===== src/rtl/pkt_fifo_pkg.sv =====
// rtl/pkt_fifo_pkg.sv - shared constants and helpers for the packet FIFO
package pkt_fifo_pkg;

  localparam int DEF_DATA_W   = 8;
  localparam int DEF_DEPTH    = 16;
  localparam int DEF_LEN_LSB  = 2;
  localparam int DEF_AF_LEVEL = 14;
  localparam int DEF_AE_LEVEL = 2;

  function automatic int clog2(input int n);
    int r;
    r = 0;
    while ((1 << r) < n) r++;
    return r;
  endfunction

  // Each entry is {sop, data}; the SOP tag sits just above the data word.
  function automatic int sop_bit(input int data_w);
    return data_w;
  endfunction

endpackage


===== src/rtl/pkt_fifo_ptr.sv =====
// rtl/pkt_fifo_ptr.sv - FIFO pointer with wrap bit, cleared on reset or flush
module pkt_fifo_ptr #(
  parameter int PTR_W = 5
) (
  input  logic             clock,
  input  logic             resetn,
  input  logic             clear,
  input  logic             inc,
  output logic [PTR_W-1:0] ptr
);

  always_ff @(posedge clock) begin
    if (!resetn || clear) ptr <= '0;
    else if (inc)         ptr <= ptr + PTR_W'(1);
  end

endmodule


===== src/rtl/pkt_fifo_gen.sv =====
// rtl/pkt_fifo_gen.sv - parametrised packet FIFO with SOP/EOP tracking, thresholds and sticky errors
module pkt_fifo_gen
  import pkt_fifo_pkg::*;
#(
  parameter int DATA_W   = DEF_DATA_W,
  parameter int DEPTH    = DEF_DEPTH,
  parameter int ADDR_W   = clog2(DEPTH),
  parameter int LEN_LSB  = DEF_LEN_LSB,
  parameter int AF_LEVEL = DEF_AF_LEVEL,
  parameter int AE_LEVEL = DEF_AE_LEVEL
) (
  input  logic              clock,
  input  logic              resetn,
  input  logic              soft_reset,
  input  logic              write_enb,
  input  logic              sop_in,
  input  logic [DATA_W-1:0] data_in,
  input  logic              read_enb,
  output logic [DATA_W-1:0] data_out,
  output logic              sop_out,
  output logic              rd_valid,
  output logic              eop_out,
  output logic              full,
  output logic              empty,
  output logic              almost_full,
  output logic              almost_empty,
  output logic [ADDR_W:0]   level,
  output logic              overflow,
  output logic              underflow
);

  localparam int SOP   = sop_bit(DATA_W);
  localparam int LEN_W = DATA_W - LEN_LSB;
  localparam int REM_W = LEN_W + 1;

  logic [DATA_W:0]  mem [DEPTH];
  logic [ADDR_W:0]  wr_ptr;
  logic [ADDR_W:0]  rd_ptr;
  logic [REM_W-1:0] rem;
  logic [DATA_W:0]  rd_entry;
  logic [LEN_W-1:0] len_field;
  logic             wr_acc;
  logic             rd_acc;

  assign full  = (wr_ptr[ADDR_W] != rd_ptr[ADDR_W]) &&
                 (wr_ptr[ADDR_W-1:0] == rd_ptr[ADDR_W-1:0]);
  assign empty = (wr_ptr == rd_ptr);
  assign level = wr_ptr - rd_ptr;

  assign almost_full  = (level >= AF_LEVEL[ADDR_W:0]);
  assign almost_empty = (level <= AE_LEVEL[ADDR_W:0]);

  assign wr_acc = write_enb && !full;
  assign rd_acc = read_enb && !empty;

  assign rd_entry  = mem[rd_ptr[ADDR_W-1:0]];
  assign len_field = rd_entry[DATA_W-1:LEN_LSB];

  pkt_fifo_ptr #(.PTR_W(ADDR_W + 1)) u_wr_ptr (
    .clock  (clock),
    .resetn (resetn),
    .clear  (soft_reset),
    .inc    (wr_acc),
    .ptr    (wr_ptr)
  );

  pkt_fifo_ptr #(.PTR_W(ADDR_W + 1)) u_rd_ptr (
    .clock  (clock),
    .resetn (resetn),
    .clear  (soft_reset),
    .inc    (rd_acc),
    .ptr    (rd_ptr)
  );

  // Storage is never cleared; the pointers alone define what is valid.
  always_ff @(posedge clock) begin
    if (wr_acc) mem[wr_ptr[ADDR_W-1:0]] <= {sop_in, data_in};
  end

  always_ff @(posedge clock) begin
    if (!resetn || soft_reset) begin
      data_out  <= '0;
      sop_out   <= 1'b0;
      eop_out   <= 1'b0;
      rd_valid  <= 1'b0;
      overflow  <= 1'b0;
      underflow <= 1'b0;
      rem       <= '0;
    end else begin
      rd_valid <= rd_acc;
      eop_out  <= 1'b0;
      if (write_enb && full) overflow  <= 1'b1;
      if (read_enb && empty) underflow <= 1'b1;
      if (rd_acc) begin
        data_out <= rd_entry[DATA_W-1:0];
        sop_out  <= rd_entry[SOP];
        // A header always reloads, even mid-packet: truncation is silent.
        if (rd_entry[SOP]) begin
          rem <= {1'b0, len_field} + REM_W'(1);
        end else if (rem != '0) begin
          rem     <= rem - REM_W'(1);
          eop_out <= (rem == REM_W'(1));
        end
      end
    end
  end

endmodule


===== config.mk =====
export PLATFORM = sky130hd
export DESIGN_NAME = pkt_fifo_gen
export DESIGN_NICKNAME = d
export VERILOG_FILES = /design/src/rtl/pkt_fifo_pkg.sv /design/src/rtl/pkt_fifo_ptr.sv /design/src/rtl/pkt_fifo_gen.sv
export SDC_FILE = /design/constraint.sdc
export NUM_CORES = 1
export LEC_CHECK = 0
export CORE_MARGIN = 2
export CORE_UTILIZATION = 65
export CTS_BUF_LIST = sky130_fd_sc_hd__clkbuf_4
export CTS_CLUSTER_DIAMETER = 80
export DETAILED_ROUTE_END_ITERATION = 10
export PLACE_DENSITY = 0.85
export SLEW_MARGIN = 20
export SYNTH_ARGS = -nofsm -noshare
export SYNTH_HDL_FRONTEND = slang
export SYNTH_SLANG_ARGS = --single-unit

===== constraint.sdc =====
create_clock -name clock -period 8.54 [get_ports clock]
set_input_delay 2.135 -clock clock [delete_from_list [all_inputs] [get_ports clock]]
set_output_delay 2.135 -clock clock [all_outputs]
set_load 0.02 [all_outputs]

==> results of run 1 <==
==> power breakdown <==
part           internal [W]  switching [W]  total [W]  leakage [nW]
clock              0.000146       0.000291   0.000437         0.125
combinational     0.0000295      0.0000442  0.0000738         0.791
sequential         0.000942     0.00000312   0.000945          1.58
==> worst register-to-register path: cells and delay by family (launching register included) <==
family	cells	cell delay, ps
adders and majority gates	1	360
DFF	1	620
and+or+nand+nor	5	2090
==> synthesized netlist by cell type (all sizes together), types with 2 or more instances <==
cell type,number
mux2,3
nand3,2
and3,2
a21oi,21
or3,3
xnor2,7
nand4,5
xor2,8
ha,13
edfxtp,144
clkbuf,10
nor3,5
nor2,37
nor2b,5
nand3b,4
nand2b,4
and2,3
inv,10
nand2,36
o22ai,2
dfxtp,34
mux2i,4
a21o,2
buf,9
a2111oi,2
nor4,2
mux4,39
o21ai,4
a22oi,12
==> metrics by stage <==
step / setup slack, ps / hold slack, ps / util (%) / cells / instance area [sq um]
after CTS: 3190 / 471 / 73.7 / 635 / 7990
after floorplan: 3790 / 471 / - / 442 / 7250
final: 3230 / 471 / 73.8 / 636 / 8000
after detailed placement: 3840 / 452 / 71.3 / 603 / 7730
after global placement: 3820 / 442 / 71.2 / 603 / 7720
after global routing: 3090 / 490 / 73.8 / 636 / 8000
==> state kept, by name (all words and copies together), names as in the netlist, named ones only <==
signal        flops
data_out          8
eop_out           1
mem             144
overflow          1
rd_valid          1
rem               7
sop_out           1
u_rd_ptr.ptr      5
u_wr_ptr.ptr      5
underflow         1
==> final timing paths <==
kind | end | slack, ps | depth (start not counted)
worst min register to register | data_out[0] | 470 | 2
worst min-delay path | data_out[0] | 470 | 2
worst max-delay path | almost_empty | 3230 | 9
worst max register to register | mem[4][2] | 5100 | 6
==> kinds of logic after synthesis <==
logic type	share of synthesized area, %
fa+ha+maj	2.52
mux	13.2
compound gates	4.52
xor+xnor	1.81
simple gates	7.08
buf+inv	1.83
flops	69.0
==> layer usage <==
metal / up-vias / wire length (microns) / track usage [%]
li1: 1791 / - / -
met1: 2042 / 5940 / 36.5
met2: 224 / 7370 / 43.1
met3: 25 / 1090 / 6.40
met4: 0 / 351 / 10.6
met5: - / 0 / 0
==> final cells by class <==
cell class                 instances  area share [%]
sequential                       178            62.6
multi-input combinational        235            26.6
timing repair buffer              40            4.85
tap                              140            2.19
clock inverter                    15            1.71
clock buffer                      17            1.60
inverter                          10           0.469
antenna                            1          0.0313
==> flow_metrics.py, run 1 <==
metrics = {
    "synth": {
        "synth-edff-count": 144,
        "synth_flop_cell": "edfxtp_1",
        "synthCells": 442,
        "synth_seq_area_share_pct": 69.0,
        "syn_nets": 470,
        "synth_top_area_share_pct": 59.7,
        "yosysTopAreaCell": "edfxtp_1",
        "yosys_register_bits": 178,
        "ys_warn_count": 0,
        "synthArstFlopShare_pct": 0,
        "syn_avg_cell_area_sq_um": 16.4,
        "synthesis.area_sq_mm": 0.00725,
        "synth.distinct_cells": 47,
        "synth_area_leaders": "edfxtp_1, mux4_2, dfxtp_1",
    },
    "clock_tree": {
        "cts-hold-fix-buffers": 0,
        "cts_buffers": 17,
        "root_buffer": "clkbuf_4",
        "ctsResizeCount": 0,
        "clock_sinks": 178,
        "cts_max_level": 4,
        "cts.reportedPaths.clkPinSlew_ps": 140,
        "clk_latency_ps": 570,
        "cts_setup_buffers": 0,
        "cts_tree": "yes",
        "cts_buffer_depth": 2,
    },
    "timing": {
        "rsz0062_at_grt": "no",
        "slew_viol_final": 0,
        "fmax_mhz": 188,
        "clock_skew_ps": 22.6,
        "setup_viol": 0,
        "tightest_slew_ps": 1070,
        "tns_ps": 0,
        "worst_slew_margin_rel_pct": 28.1,
        "finalHoldViolCount": 0,
        "fin_crit_sh_pct": 62.2,
        "min_period_ps": 5310,
    },
    "critical_path": {
        "slowest_stage": "clkdlybuf4s50_1",
        "crit_top_cell": "inv_1",
        "critical_path_class": "flop to output port",
        "critPathTopFamily": "buffers and inverters",
        "path_max_fanout": 5,
        "cp_cell_sequence": "inv_1 > ha_1 > inv_1 > fa_1 > a21o_1 > a21oi_1 > xnor2_1 > a2111oi_0 > clkdlybuf4s50_1",
        "reg2reg_from": "u_wr_ptr.ptr[2]",
        "crit_start": "u_wr_ptr.ptr[0]",
        "path_buf_inv": 3,
        "crit_path_end_kind": "output port",
        "worstPathArrival_ps": 3170,
        "slowest_delay_ps": 680,
        "startpoint_type": "flop",
        "crit_required_ps": 6410,
    },
    "layout": {
        "multi_input_area_sq_mm": 0.00212,
        "ff_latch_area_sq_mm": 0.00501,
        "final_nets": 510,
        "final_cell_mix": "edfxtp_1, mux4_2, nor2_1",
        "layout_commonest_cell": "edfxtp_1",
        "drive_gt1_share_pct": 17.2,
        "num-fill-cells": 662,
        "area_delta_synth_final_pct": 10.3,
    },
    "die": {
        "io_pins": 36,
        "rows": 38,
        "initial_utilization_pct": 66.9,
        "die_w_microns": 110,
        "core_area_sq_mm": 0.0108,
        "die_h_microns": 110,
        "die_area_sq_mm": 0.0120,
    },
    "global_route": {
        "grt_overflow_total": 0,
        "track_usage_pct": 27.0,
        "grt_max_degree": 36,
        "antenna_found_initial": 1,
        "grt_pass1_vias": 3978,
        "grt_pass1_wl_mm": 22.5,
    },
    "pwr": {
        "fin_total_pwr_w": 0.00146,
        "vdd_drop_max_mv": 0.165,
        "p_leak_nw": 2.49,
        "power.density_mw_per_mm2": 182,
    },
    "drt": {
        "drtIter0Drc": 516,
        "dr_total_vias": 4082,
        "postRouteAntennaNets": 0,
        "vias_per_cell": 6.42,
        "routed_wl_mm": 14.8,
        "first_pass_iters": 6,
        "wire_per_inst_microns": 23.2,
        "post-route-drc-count": 0,
    },
    "min_path": {
        "min_from": "data_out[0]",
        "hold_path_class": "flop to flop",
    },
    "job": {
        "drv_cap": 0,
    },
    "placed_design": {
        "portBuffers": 35,
        "place.gp.congestion": 0.835,
        "dp_hpwl_mm": 9.81,
    },
    "status": {
        "outcome": "completed",
    },
}
Power figures use the tool's default switching activity.
==> inputs of run 2 (changes only) <==
- CORE_UTILIZATION: 65 -> 56
- PLACE_DENSITY: 0.85 -> 0.78
- clock period: 8.54 -> 4.8 ns (I/O delays scaled with it)
==> flow_metrics.py, run 2 (same netlist as run 1, synthesis figures left out) <==
metrics = {
    "placed_design": {
        "portBuffers": 35,
        "dp_hpwl_mm": 9.67,
        "place_ws_ps": 1000,
        "place.gp.congestion": 0.853,
    },
    "global_route": {
        "grt_max_degree": 36,
        "grt_pass1_wl_mm": 22.5,
        "antenna_found_initial": 0,
        "grt_pass1_vias": 3967,
        "track_usage_pct": 22.2,
        "grt_overflow_total": 0,
    },
    "critical_path": {
        "path_max_fanout": 5,
        "critical_path_class": "flop to output port",
        "crit_required_ps": 3600,
        "crit_path_end_kind": "output port",
        "worstPathArrival_ps": 3200,
        "rrSetupSlack_ps": 1540,
        "startpoint_type": "flop",
        "rr_worst_depth": 6,
    },
    "layout": {
        "final_core_util_pct": 63.9,
        "drive_gt1_share_pct": 17.5,
        "final_cell_mix": "edfxtp_1, mux4_2, nor2_1",
        "largest_reg_flops": 144,
        "area_delta_synth_final_pct": 11.3,
        "final_nets": 512,
        "layout_commonest_cell": "edfxtp_1",
        "num-fill-cells": 932,
        "num_antenna_cells": 0,
    },
    "clock_tree": {
        "clk_latency_ps": 590,
        "cts-hold-fix-buffers": 0,
        "cts.reportedPaths.clkPinSlew_ps": 140,
        "cts_buffers": 17,
        "cts_setup_buffers": 0,
        "cts_tree": "yes",
        "ctsResizeCount": 0,
        "root_buffer": "clkbuf_4",
        "clock_sinks": 178,
        "cts_buffer_depth": 2,
        "cts_max_level": 4,
    },
    "timing": {
        "worst_slack_ps": 398,
        "min_period_ps": 4400,
        "finalHoldViolCount": 0,
        "slew_viol_final": 0,
        "tightest_slew_ps": 976,
        "fmax_mhz": 227,
        "clock_skew_ps": 19.4,
        "tns_ps": 0,
        "rsz0062_at_grt": "no",
        "fin_crit_sh_pct": 91.7,
        "setup_viol": 0,
        "worst_slew_margin_rel_pct": 34.7,
    },
    "die": {
        "rows": 41,
        "io_pins": 36,
        "die_area_sq_mm": 0.0139,
        "die_w_microns": 118,
        "die_h_microns": 118,
        "initial_utilization_pct": 57.4,
        "core_area_sq_mm": 0.0126,
    },
    "drt": {
        "drtIter0Drc": 498,
        "wire_per_inst_microns": 21.7,
        "wl_met1_mm": 5.78,
        "vias_per_cell": 6.06,
        "post-route-drc-count": 0,
        "first_pass_iters": 5,
        "routed_wl_mm": 14.5,
        "met3_length_mm": 1.20,
        "top_layer": "met4",
        "dr_wl_met2_mm": 7.29,
        "dr_total_vias": 4051,
        "postRouteAntennaNets": 0,
    },
    "min_path": {
        "hold_path_class": "flop to flop",
        "min_path_cells": 2,
    },
    "pwr": {
        "power.density_mw_per_mm2": 331,
        "p_leak_nw": 2.53,
        "vdd_drop_max_mv": 0.233,
    },
    "status": {
        "outcome": "completed",
    },
    "job": {
        "drv_cap": 0,
    },
}
==> run 2: cell count changes in the layout (fill, tap and decap cells not counted) <==
cell	change
buf_4	+2
bufinv_16	+1
clkbuf_4	+2
clkinv_1	-2
clkinv_2	+1
clkinvlp_4	-4
diode_2	-1
inv_6	+2
nor3_1	+2
nor3_2	-2
==> run 2: layer usage <==
metal	global-route usage (%)	vias up
li1	-	1795
met1	29.6	2058
met2	35.5	180
met3	5.81	18
met4	8.13	0
met5	0	-
==> run 2: layout make-up <==
| class | count | area (sq um) | share of cell area (%) |
|---|---|---|---|
| timing repair buffer | 42 | 403 | 4.99 |
| sequential | 178 | 5010 | 62.0 |
| clock buffer | 19 | 143 | 1.77 |
| multi-input combinational | 235 | 2110 | 26.2 |
| inverter | 10 | 37.5 | 0.465 |
| tap | 172 | 215 | 2.67 |
| clock inverter | 13 | 151 | 1.88 |
==> run 2: power by group <==
part / total, W / switching, W / internal (W) / leakage (nW)
clock: 0.000860 / 0.000529 / 0.000332 / 0.158
combinational: 0.000131 / 0.0000776 / 0.0000537 / 0.794
sequential: 0.00168 / 0.00000709 / 0.00168 / 1.58
==> run 2: worst paths after layout <==
path,from,endpoint
setup / recovery,u_wr_ptr.ptr[0],almost_empty
hold / removal,data_out[7],data_out[7]
setup reg to reg,u_wr_ptr.ptr[2],mem[11][4]
hold reg to reg,data_out[7],data_out[7]
==> run 2: worst max-delay path, stage by stage, from the launching register on <==
cell and delay [ps]:
dfxtp_1 390, inv_1 130, ha_1 150, inv_1 60, fa_1 400, a21o_1 170
a21oi_1 180, xnor2_1 120, a2111oi_0 310, clkdlybuf4s50_1 690
==> run 2: per-stage QoR <==
step,hold WS (ps),total power (W),std cells,cell area [sq um]
floorplan,471,0.00179,442,7250
global placement,441,0.00184,637,7770
detailed placement,450,0.00185,637,7770
CTS,468,0.00268,669,8070
global route,487,0.00276,669,8070
finish,465,0.00267,669,8070
==> inputs of run 3 (changes only) <==
- MAX_ROUTING_LAYER: default -> met4
==> flow_metrics.py, run 3 (same netlist as run 1, synthesis figures left out) <==
metrics = {
    "job": {
        "drv_cap": 0,
    },
    "critical_path": {
        "path_max_fanout": 5,
        "startpoint_type": "flop",
        "critPathTopFamily": "buffers and inverters",
        "slowest_stage": "clkdlybuf4s50_1",
        "slowest_delay_ps": 690,
        "crit_path_end_kind": "output port",
        "path_buf_inv": 3,
        "worstPathArrival_ps": 3200,
        "critical_path_class": "flop to output port",
        "crit_top_cell": "inv_1",
        "cp_cell_sequence": "inv_1 > ha_1 > inv_1 > fa_1 > a21o_1 > a21oi_1 > xnor2_1 > a2111oi_0 > clkdlybuf4s50_1",
        "crit_required_ps": 3600,
    },
    "layout": {
        "area_delta_synth_final_pct": 11.3,
        "drive_gt1_share_pct": 17.5,
        "final_nets": 512,
        "num_antenna_cells": 0,
        "final_cell_mix": "edfxtp_1, mux4_2, nor2_1",
        "num-fill-cells": 932,
        "layout_commonest_cell": "edfxtp_1",
        "largest_reg_flops": 144,
    },
    "drt": {
        "first_pass_iters": 8,
        "routed_wl_mm": 14.5,
        "dr_total_vias": 4040,
        "postRouteAntennaNets": 0,
        "post-route-drc-count": 2,
        "drtIter0Drc": 492,
        "wire_per_inst_microns": 21.7,
        "vias_per_cell": 6.04,
    },
    "die": {
        "die_w_microns": 118,
        "initial_utilization_pct": 57.4,
        "rows": 41,
        "die_h_microns": 118,
        "io_pins": 36,
        "core_area_sq_mm": 0.0126,
        "die_area_sq_mm": 0.0139,
    },
    "pwr": {
        "fin_total_pwr_w": 0.00268,
        "power.density_mw_per_mm2": 332,
        "vdd_drop_max_mv": 0.234,
        "p_leak_nw": 2.53,
    },
    "timing": {
        "finalHoldViolCount": 0,
        "tightest_slew_ps": 960,
        "setup_viol": 0,
        "fmax_mhz": 228,
        "worst_slew_margin_rel_pct": 35.8,
        "tns_ps": 0,
        "clock_skew_ps": 15.1,
        "slew_viol_final": 0,
        "rsz0062_at_grt": "no",
        "fin_crit_sh_pct": 91.6,
        "min_period_ps": 4400,
    },
    "placed_design": {
        "place.gp.congestion": 0.866,
        "portBuffers": 35,
        "dp_hpwl_mm": 9.67,
    },
    "global_route": {
        "antenna_found_initial": 0,
        "grt_overflow_total": 0,
        "track_usage_pct": 22.8,
        "grt_pass1_wl_mm": 22.5,
        "grt_pass1_vias": 3970,
        "grt_max_degree": 36,
    },
    "clock_tree": {
        "ctsResizeCount": 0,
        "cts_max_level": 4,
        "cts_setup_buffers": 0,
        "cts-hold-fix-buffers": 0,
        "cts_buffers": 17,
        "cts_buffer_depth": 2,
        "clk_latency_ps": 590,
        "cts_tree": "yes",
        "root_buffer": "clkbuf_4",
        "cts.reportedPaths.clkPinSlew_ps": 140,
        "clock_sinks": 178,
    },
    "status": {
        "outcome": "finished with violations",
        "violations": "design-rule violations",
    },
    "min_path": {
        "hold_path_class": "flop to flop",
    },
}
## run 3: cell counts in the layout (fill, tap and decap cells not counted)
No cell type changed its count.
## run 3: path summary, 6_finish.rpt
| kind | start | endpoint | slack, ps | cells past startpoint |
|---|---|---|---|---|
| min reg2reg | data_out[7] | data_out[7] | 460 | 2 |
| min | data_out[7] | data_out[7] | 460 | 2 |
| max reg2reg | u_wr_ptr.ptr[3] | mem[11][7] | 1480 | 6 |
| max | u_wr_ptr.ptr[0] | almost_empty | 400 | 9 |
## run 3: routing by layer
layer	track usage (%)	up-vias	part of all wire [%]
li1	-	1793	-
met1	29.9	2043	41
met2	35.2	179	49
met3	5.77	25	7.7
met4	8.13	0	2.0
met5	-	-	0
## run 3: power by group
group          total [W]  internal (W)  switching [W]
Sequential       0.00168       0.00168     0.00000710
Combinational   0.000132     0.0000537      0.0000780
Clock           0.000861      0.000332       0.000529
Total            0.00268       0.00206       0.000614
## run 3: worst register-to-register path, cell delays in order (launching register included)
cell	delay (ps)
dfxtp_1	570
ha_1	350
and4_1	240
nor2b_1	160
nor2b_1	600
nand2_1	340
nor2_1	710
## run 3: area by class of cell
cell class                 count  area [sq um]  share of cell area [%]
sequential                   178          5010                    62.0
inverter                      10          37.5                   0.465
multi-input combinational    235          2110                    26.2
tap                          172           215                    2.67
timing repair buffer          42           403                    4.99
clock inverter                13           151                    1.88
clock buffer                  19           143                    1.77
## run 3: metrics by stage
stage | instance area, sq um | utilization [%] | hold WS (ps) | setup slack (ps) | cells
4_1_cts | 8070 | 63.9 | 468 | 339 | 669
3_5_place_dp | 7770 | 61.6 | 450 | 1000 | 637
3_3_place_gp | 7770 | 61.6 | 441 | 1160 | 637
5_1_grt | 8070 | 63.9 | 487 | 146 | 669
2_1_floorplan | 7250 | - | 471 | 989 | 442
6_report | 8070 | 63.9 | 464 | 405 | 669
